**config.mk**
```make
export PLATFORM = sky130hd
export DESIGN_NAME = uart_rx
export DESIGN_NICKNAME = d
export VERILOG_FILES = /design/src/rtl/uart_pkg.sv /design/src/rtl/sync_2ff.sv /design/src/rtl/uart_rx.sv
export SDC_FILE = /design/constraint.sdc
export NUM_CORES = 1
export LEC_CHECK = 0
export CELL_PAD_IN_SITES_DETAIL_PLACEMENT = 0
export CELL_PAD_IN_SITES_GLOBAL_PLACEMENT = 2
export CORE_MARGIN = 2
export CORE_UTILIZATION = 32
export CTS_BUF_LIST = sky130_fd_sc_hd__clkbuf_4 sky130_fd_sc_hd__clkbuf_8 sky130_fd_sc_hd__clkbuf_16
export DETAILED_ROUTE_END_ITERATION = 7
export GPL_TIMING_DRIVEN = 1
export PLACE_DENSITY_LB_ADDON = 0.1
export SLEW_MARGIN = 20
export SYNTH_ARGS = -nofsm -noshare
export SYNTH_HDL_FRONTEND = slang
export SYNTH_SLANG_ARGS = --single-unit
```
**constraint.sdc**
```tcl
create_clock -name clk -period 1.9 [get_ports clk]
set_input_delay 0.19 -clock clk [delete_from_list [all_inputs] [get_ports clk]]
set_output_delay 0.19 -clock clk [all_outputs]
set_load 0.03 [all_outputs]
```
**src/rtl/uart_pkg.sv**
```systemverilog
`default_nettype none
// ============================================================================
// Module      : uart_pkg
// Description : Shared UART types: receive/transmit frame format, baud
//               generator configuration, receiver state encoding and small
//               helpers that sanitise the frame format fields.
// Revision    : 1.0 - initial release
// ============================================================================
package uart_pkg;

  // Frame format. data_len counts data bits (5..8), stop_len counts stop
  // bits (1..2). parity_even=1 selects even parity, 0 selects odd parity.
  typedef struct packed {
    logic       parity_en;
    logic       parity_even;
    logic [3:0] data_len;
    logic [1:0] stop_len;
  } uart_config;

  // Baud generator configuration: clk cycles per oversample tick and the
  // per-direction enables.
  typedef struct packed {
    logic [15:0] baud_div;
    logic        rx_en;
    logic        tx_en;
  } uart_config_bdgen;

  // Receiver state encoding.
  typedef enum logic [2:0] {
    RX_IDLE   = 3'd0,
    RX_START  = 3'd1,
    RX_DATA   = 3'd2,
    RX_PARITY = 3'd3,
    RX_STOP   = 3'd4
  } rx_state_e;

  // Oversample tick positions inside one bit (16 ticks per bit).
  localparam logic [3:0] c_tick_mid  = 4'd7;
  localparam logic [3:0] c_tick_last = 4'd15;

  // Out-of-range data lengths are forced into 5..8 so the bit counter and
  // the output alignment can never run past the 8-bit shift register.
  function automatic logic [3:0] clamp_data_len(input logic [3:0] len);
    if (len < 4'd5) begin
      return 4'd5;
    end else if (len > 4'd8) begin
      return 4'd8;
    end else begin
      return len;
    end
  endfunction

  // 0 is treated as one stop bit, 3 as two stop bits.
  function automatic logic [1:0] clamp_stop_len(input logic [1:0] len);
    if (len == 2'd0) begin
      return 2'd1;
    end else if (len == 2'd3) begin
      return 2'd2;
    end else begin
      return len;
    end
  endfunction

endpackage
`default_nettype wire

```
**src/rtl/sync_2ff.sv**
```systemverilog
`default_nettype none
// ============================================================================
// Module      : sync_2ff
// Description : Two-flop synchronizer for a single asynchronous input bit.
//               Both flops reset to RESET_VAL.
// Ports       : clk  - destination clock
//               rstn - asynchronous active-low reset
//               d    - asynchronous input
//               q    - synchronized output (two clk of latency)
// Revision    : 1.0 - initial release
// ============================================================================
module sync_2ff #(
  parameter logic RESET_VAL = 1'b1
) (
  input  logic clk,
  input  logic rstn,
  input  logic d,
  output logic q
);

  logic r_meta;
  logic r_sync;

  always_ff @(posedge clk or negedge rstn) begin
    if (!rstn) begin
      r_meta <= RESET_VAL;
      r_sync <= RESET_VAL;
    end else begin
      r_meta <= d;
      r_sync <= r_meta;
    end
  end

  assign q = r_sync;

endmodule
`default_nettype wire

```
**src/rtl/uart_rx.sv**
```systemverilog
`default_nettype none
// ============================================================================
// Module      : uart_rx
// Description : UART receiver with 16x oversampling. Detects a start bit on
//               a falling edge of the synchronized line, confirms it at
//               mid-bit, then samples data, optional parity and stop bits at
//               the centre of each bit. Results are published with a
//               one-clk rx_done pulse and held until the next frame.
// Ports       : clk        - system clock
//               rstn       - asynchronous active-low reset
//               ucfg       - frame format, captured at start detection
//               pls_rx     - one-clk oversample tick (16 per bit)
//               uart_rxd   - asynchronous serial line, idle high
//               en_rxcnt   - enables the baud generator rx tick counter
//               data       - last received word, LSB-aligned, zero-extended
//               rx_done    - one-clk pulse per completed frame
//               parity_err - parity mismatch of the last frame
//               frame_err  - a stop bit of the last frame was low
//               rx_busy    - receiver is inside a frame
// Revision    : 1.0 - initial release
// ============================================================================
module uart_rx
  import uart_pkg::*;
(
  input  logic       clk,
  input  logic       rstn,
  input  uart_config ucfg,
  input  logic       pls_rx,
  input  logic       uart_rxd,
  output logic       en_rxcnt,
  output logic [7:0] data,
  output logic       rx_done,
  output logic       parity_err,
  output logic       frame_err,
  output logic       rx_busy
);

  // --------------------------------------------------------------------------
  // Line synchronization and edge detection
  // --------------------------------------------------------------------------
  logic w_rxd;
  logic r_rxd_prev;
  logic w_fall;

  sync_2ff #(
    .RESET_VAL (1'b1)
  ) u_sync_rxd (
    .clk  (clk),
    .rstn (rstn),
    .d    (uart_rxd),
    .q    (w_rxd)
  );

  // Only a genuine high-to-low transition starts a frame. A frame that ended
  // on a low stop bit therefore cannot restart until the line has gone high.
  assign w_fall = r_rxd_prev & ~w_rxd;

  // --------------------------------------------------------------------------
  // Frame state
  // --------------------------------------------------------------------------
  rx_state_e  r_state;
  rx_state_e  w_state_nxt;

  logic [3:0] r_tick;
  logic [2:0] r_bit_cnt;
  logic       r_stop_cnt;
  logic [7:0] r_shift;
  logic       r_par_acc;
  logic       r_par_err;
  logic       r_frm_err;
  uart_config r_cfg;

  // Control strobes from the next-state logic
  logic       w_start;
  logic       w_tick_clr;
  logic       w_shift_en;
  logic       w_par_chk;
  logic       w_stop_smp;
  logic       w_deliver;

  logic       w_at_mid;
  logic       w_at_last;
  logic       w_last_data;
  logic       w_last_stop;
  logic [7:0] w_data_aligned;

  assign rx_busy  = (r_state != RX_IDLE);
  assign en_rxcnt = rx_busy;

  assign w_at_mid    = pls_rx & (r_tick == c_tick_mid);
  assign w_at_last   = pls_rx & (r_tick == c_tick_last);
  assign w_last_data = ({1'b0, r_bit_cnt} == (r_cfg.data_len - 4'd1));
  assign w_last_stop = ({1'b0, r_stop_cnt} == (r_cfg.stop_len - 2'd1));

  // Data bits enter at the MSB and move right, so after data_len bits the
  // word sits in the top data_len positions; shifting it down aligns it to
  // bit 0 and fills the unused upper bits with zeros.
  assign w_data_aligned = r_shift >> (4'd8 - r_cfg.data_len);

  // --------------------------------------------------------------------------
  // State register
  // --------------------------------------------------------------------------
  always_ff @(posedge clk or negedge rstn) begin
    if (!rstn) begin
      r_state <= RX_IDLE;
    end else begin
      r_state <= w_state_nxt;
    end
  end

  // --------------------------------------------------------------------------
  // Next-state and control strobes
  // --------------------------------------------------------------------------
  always_comb begin
    w_state_nxt = r_state;
    w_start     = 1'b0;
    w_tick_clr  = 1'b0;
    w_shift_en  = 1'b0;
    w_par_chk   = 1'b0;
    w_stop_smp  = 1'b0;
    w_deliver   = 1'b0;

    case (r_state)
      RX_IDLE: begin
        if (w_fall) begin
          w_start     = 1'b1;
          w_state_nxt = RX_START;
        end
      end

      // Re-check the line at the middle of the start bit so that short low
      // glitches are rejected.
      RX_START: begin
        if (w_at_mid) begin
          if (w_rxd) begin
            w_state_nxt = RX_IDLE;
          end else begin
            w_tick_clr  = 1'b1;
            w_state_nxt = RX_DATA;
          end
        end
      end

      RX_DATA: begin
        if (w_at_last) begin
          w_shift_en = 1'b1;
          if (w_last_data) begin
            if (r_cfg.parity_en) begin
              w_state_nxt = RX_PARITY;
            end else begin
              w_state_nxt = RX_STOP;
            end
          end
        end
      end

      RX_PARITY: begin
        if (w_at_last) begin
          w_par_chk   = 1'b1;
          w_state_nxt = RX_STOP;
        end
      end

      RX_STOP: begin
        if (w_at_last) begin
          w_stop_smp = 1'b1;
          if (w_last_stop) begin
            w_deliver   = 1'b1;
            w_state_nxt = RX_IDLE;
          end
        end
      end

      default: begin
        w_state_nxt = RX_IDLE;
      end
    endcase
  end

  // --------------------------------------------------------------------------
  // Datapath: counters, shift register, error accumulation, outputs
  // --------------------------------------------------------------------------
  always_ff @(posedge clk or negedge rstn) begin
    if (!rstn) begin
      r_rxd_prev <= 1'b1;
      r_tick     <= 4'd0;
      r_bit_cnt  <= 3'd0;
      r_stop_cnt <= 1'b0;
      r_shift    <= 8'd0;
      r_par_acc  <= 1'b0;
      r_par_err  <= 1'b0;
      r_frm_err  <= 1'b0;
      r_cfg      <= '0;
      data       <= 8'd0;
      rx_done    <= 1'b0;
      parity_err <= 1'b0;
      frame_err  <= 1'b0;
    end else begin
      r_rxd_prev <= w_rxd;

      // The tick counter only advances on oversample pulses and wraps
      // 15 -> 0 naturally, which spaces consecutive samples 16 ticks apart.
      if (w_start || w_tick_clr) begin
        r_tick <= 4'd0;
      end else if (rx_busy && pls_rx) begin
        r_tick <= r_tick + 4'd1;
      end

      if (w_start) begin
        r_cfg.parity_en   <= ucfg.parity_en;
        r_cfg.parity_even <= ucfg.parity_even;
        r_cfg.data_len    <= clamp_data_len(ucfg.data_len);
        r_cfg.stop_len    <= clamp_stop_len(ucfg.stop_len);
        r_bit_cnt         <= 3'd0;
        r_stop_cnt        <= 1'b0;
        r_shift           <= 8'd0;
        r_par_acc         <= 1'b0;
        r_par_err         <= 1'b0;
        r_frm_err         <= 1'b0;
      end else begin
        if (w_shift_en) begin
          r_shift   <= {w_rxd, r_shift[7:1]};
          r_par_acc <= r_par_acc ^ w_rxd;
          r_bit_cnt <= r_bit_cnt + 3'd1;
        end

        // Even parity expects the XOR of the data bits; odd parity expects
        // its complement.
        if (w_par_chk) begin
          r_par_err <= (w_rxd != (r_par_acc ^ ~r_cfg.parity_even));
        end

        if (w_stop_smp) begin
          r_stop_cnt <= r_stop_cnt + 1'b1;
          if (!w_rxd) begin
            r_frm_err <= 1'b1;
          end
        end
      end

      // The final stop sample is folded in directly so the flags are
      // complete on the same clk as rx_done.
      rx_done <= w_deliver;
      if (w_deliver) begin
        data       <= w_data_aligned;
        parity_err <= r_par_err;
        frame_err  <= r_frm_err | ~w_rxd;
      end
    end
  end

endmodule
`default_nettype wire

```
==> results by group <==
Outcome
  – Outcome: finished clean

Yosys
  – Synth cell types: 42
  – Post-Syn Area: 2210 µm²
  – Area leader, netlist: dfrtp_1
  – Post-synth net total: 246
  – Share of the synthesized area in the top cell type: 46.4%
  – Synthesized instance count: 230
  – Top cells by area, synth: dfrtp_1 (46%), nand2_1 (8.1%), nand3_1 (4.5%), dfstp_2 (3.6%), o21ai_0 (3.4%)
  – Synthesized flop and latch total: 44
  – YS warnings: 0
  – Sequential share of the synthesized area: 49.9%
  – Syn Area/Cell: 9.62 µm²

STA
  – Period utilization: 94.1%
  – Setup Skew: 0.00841 ns
  – Hold Fails Final Rpt: 0
  – Setup Viol. Count Final: 0
  – Final hold slack: 0.300 ns
  – Relative slew slack: 68.9%
  – Final Slew Violations: 0
  – Crit path time final: 1.79 ns
  – Slew at the pin closest to its max-slew limit: 0.463 ns
  – Max Freq: 559 MHz
  – RSZ-0062 raised after global routing: false

Clock network
  – CTS Root Cell: clkbuf_8
  – Clock-pin slew on the worst setup and hold paths: 0.08 ns
  – H-tree depth: 2
  – Num CTS Buffers: 5
  – Clock buffer depth: 2
  – CTS tree: yes
  – Clk_lat worst skew: 0.30 ns
  – Clock sink count: 44

Routing
  – Initial drt markers: 114
  – WL/cell: 13.7 µm
  – Via count: 1,679
  – Via-per-instance ratio: 4.81
  – Pre-antenna DRT Iters: 4
  – Post-route ant nets: 0
  – Total wire length: 4790 µm
  – DRC: 0

Floorplan
  – Row cnt: 30
  – Chip height: 87.1 µm
  – CORE AREA: 6760 µm²
  – Die W: 87.1 µm
  – Starting density of the core: 32.7%
  – Area of the die: 7590 µm²
  – # IOs: 25

GRT
  – First-pass GRT wire length: 8280 µm
  – Vias in the first global route: 1,622
  – Overflow after GRT: 0
  – Initial antenna violation count: 0
  – Largest net degree at the start of global routing: 19
  – GRT Total Usage: 14.2%

Final layout
  – Net count, final: 284
  – Number of diodes: 0
  – Share of cells above drive strength 1: 16.0%
  – Area Overhead vs Synth: 25.1%
  – Commonest non-fill, non-tap cell in the layout: nand2_1
  – Final Cell Area: 2770 µm²
  – Highest-count cells in the layout ignoring fill and taps: nand2_1 (48), dfrtp_1 (41), nand3_1 (20), clkdlybuf4s50_1 (20), buf_4 (18)

Critical path
  – CP startpoint kind: register
  – Endpoint type of the worst setup path: register
  – Data arrival time of the critical path: 2.01 ns
  – Kind of critical path: register to register
  – CP max FO: 5
  – Crit path required time: 2.13 ns

Min path
  – Worst Hold Class: input port to register

Placed design
  – Global placement routability congestion: 0.816
  – Dpl hpwl: 3580 µm
  – Port Buffers: 23
  – Post-DP Area: 2660 µm²

Flow run
  – Max-cap violations: 0

Power and ir drop
  – Worst vdd ir: 428 µV
  – P per Cell Area: 1130 nW/µm²
  – Pleak: 0.00127 µW
where the power goes:
group          switching [µW]  total [µW]  internal (µW)
logic                     681        1280            603
registers                 134        1230           1100
clock network             324         614            291
total                    1140        3130           1990
cell usage after synthesis, drive strengths merged:
master	number
ha	4
nor3b	3
nor2b	3
or3	4
and3b	1
xnor2	5
or3b	2
a31oi	1
o21ai	17
a21oi	6
nand2b	1
a311oi	1
a41oi	1
buf	6
a22oi	1
nand2	48
xor2	8
o21a	2
nand4b	1
inv	6
nand3b	2
mux4	3
clkbuf	7
nand3	20
nor2	14
and4	1
o2111ai	1
o31ai	1
mux2i	7
o31a	1
and3	1
and2	1
o221ai	1
mux2	2
nor3	2
dfstp	3
dfrtp	41
o22ai	1
repair_timing:
action | in CTS | in global routing
buffers inserted | 0 | 0
resized for setup | 2 | 1
endpoints found under the setup margin | 2 | 1
hold buffers | 1 | 0
endpoints found under the hold margin | 14 | 0
critical path, stage by stage, from the launching register on:
cell,delay (ns)
dfrtp_1,0.38
or3_1,0.38
or3b_1,0.49
or3_1,0.41
o21ai_2,0.06
sequential cells by signal, indices dropped and copies added, names as in the netlist, 3 cells and up:
signal,flops
data,8
r_bit_cnt,3
r_cfg,8
r_shift,8
r_state,3
r_tick,4
through the flow:
step	instances	setup WS, ns	util (%)	setup TNS (ns)	total power, µW
2_1_floorplan	230	-0.0141	-	-0.0279	2100
3_3_place_gp	340	0.124	39.4	0	2570
3_5_place_dp	340	0.116	39.4	0	2560
4_1_cts	349	0.0901	40.9	0	3180
5_1_grt	349	0.00877	40.9	0	3380
6_report	349	0.112	40.9	0	3130
final timing paths:
kind / startpoint / end / slack (ns) / cells after the start
worst min-delay path: uart_rxd / u_sync_rxd.r_meta / 0.30 / 1
worst min register to register: u_sync_rxd.r_meta / u_sync_rxd.q / 0.36 / 0
min in group asynchronous: rstn / data[6] / 0.32 / 2
max in group asynchronous: rstn / r_rxd_prev / 0.94 / 3
worst max-delay path: r_state[0] / r_cfg[3] / 0.11 / 4
worst max register to register: r_state[0] / r_cfg[3] / 0.11 / 4
metal layers:
metal / up-vias / GRT usage, % / share of wire [%]
li1: 861 / - / -
met1: 790 / 20.3 / 53
met2: 23 / 21.6 / 43
met3: 5 / 3.13 / 2.6
met4: 0 / 4.20 / 1.0
met5: - / 0 / 0
cell families (layout without fill, tap and decap cells):
group / count (synthesis) / count (layout) / synth area share, %
fa+ha+maj: 4 / 4 / 2.26
buf+inv: 19 / 58 / 3.96
compound gates: 34 / 34 / 9.45
xor+xnor: 13 / 13 / 5.15
flops: 44 / 44 / 49.9
mux: 12 / 12 / 7.24
simple gates: 104 / 104 / 22.0
final cells by class:
type	count	area, µm²
inverters	6	22.5
clock inverters	2	10.0
multi-input cells	167	1040
well taps	80	100
fillers	689	3990
repair buffers	44	408
clock buffers	6	82.6
flip-flops and latches	44	1100
Note: power is estimated with default switching activity, not from simulation.
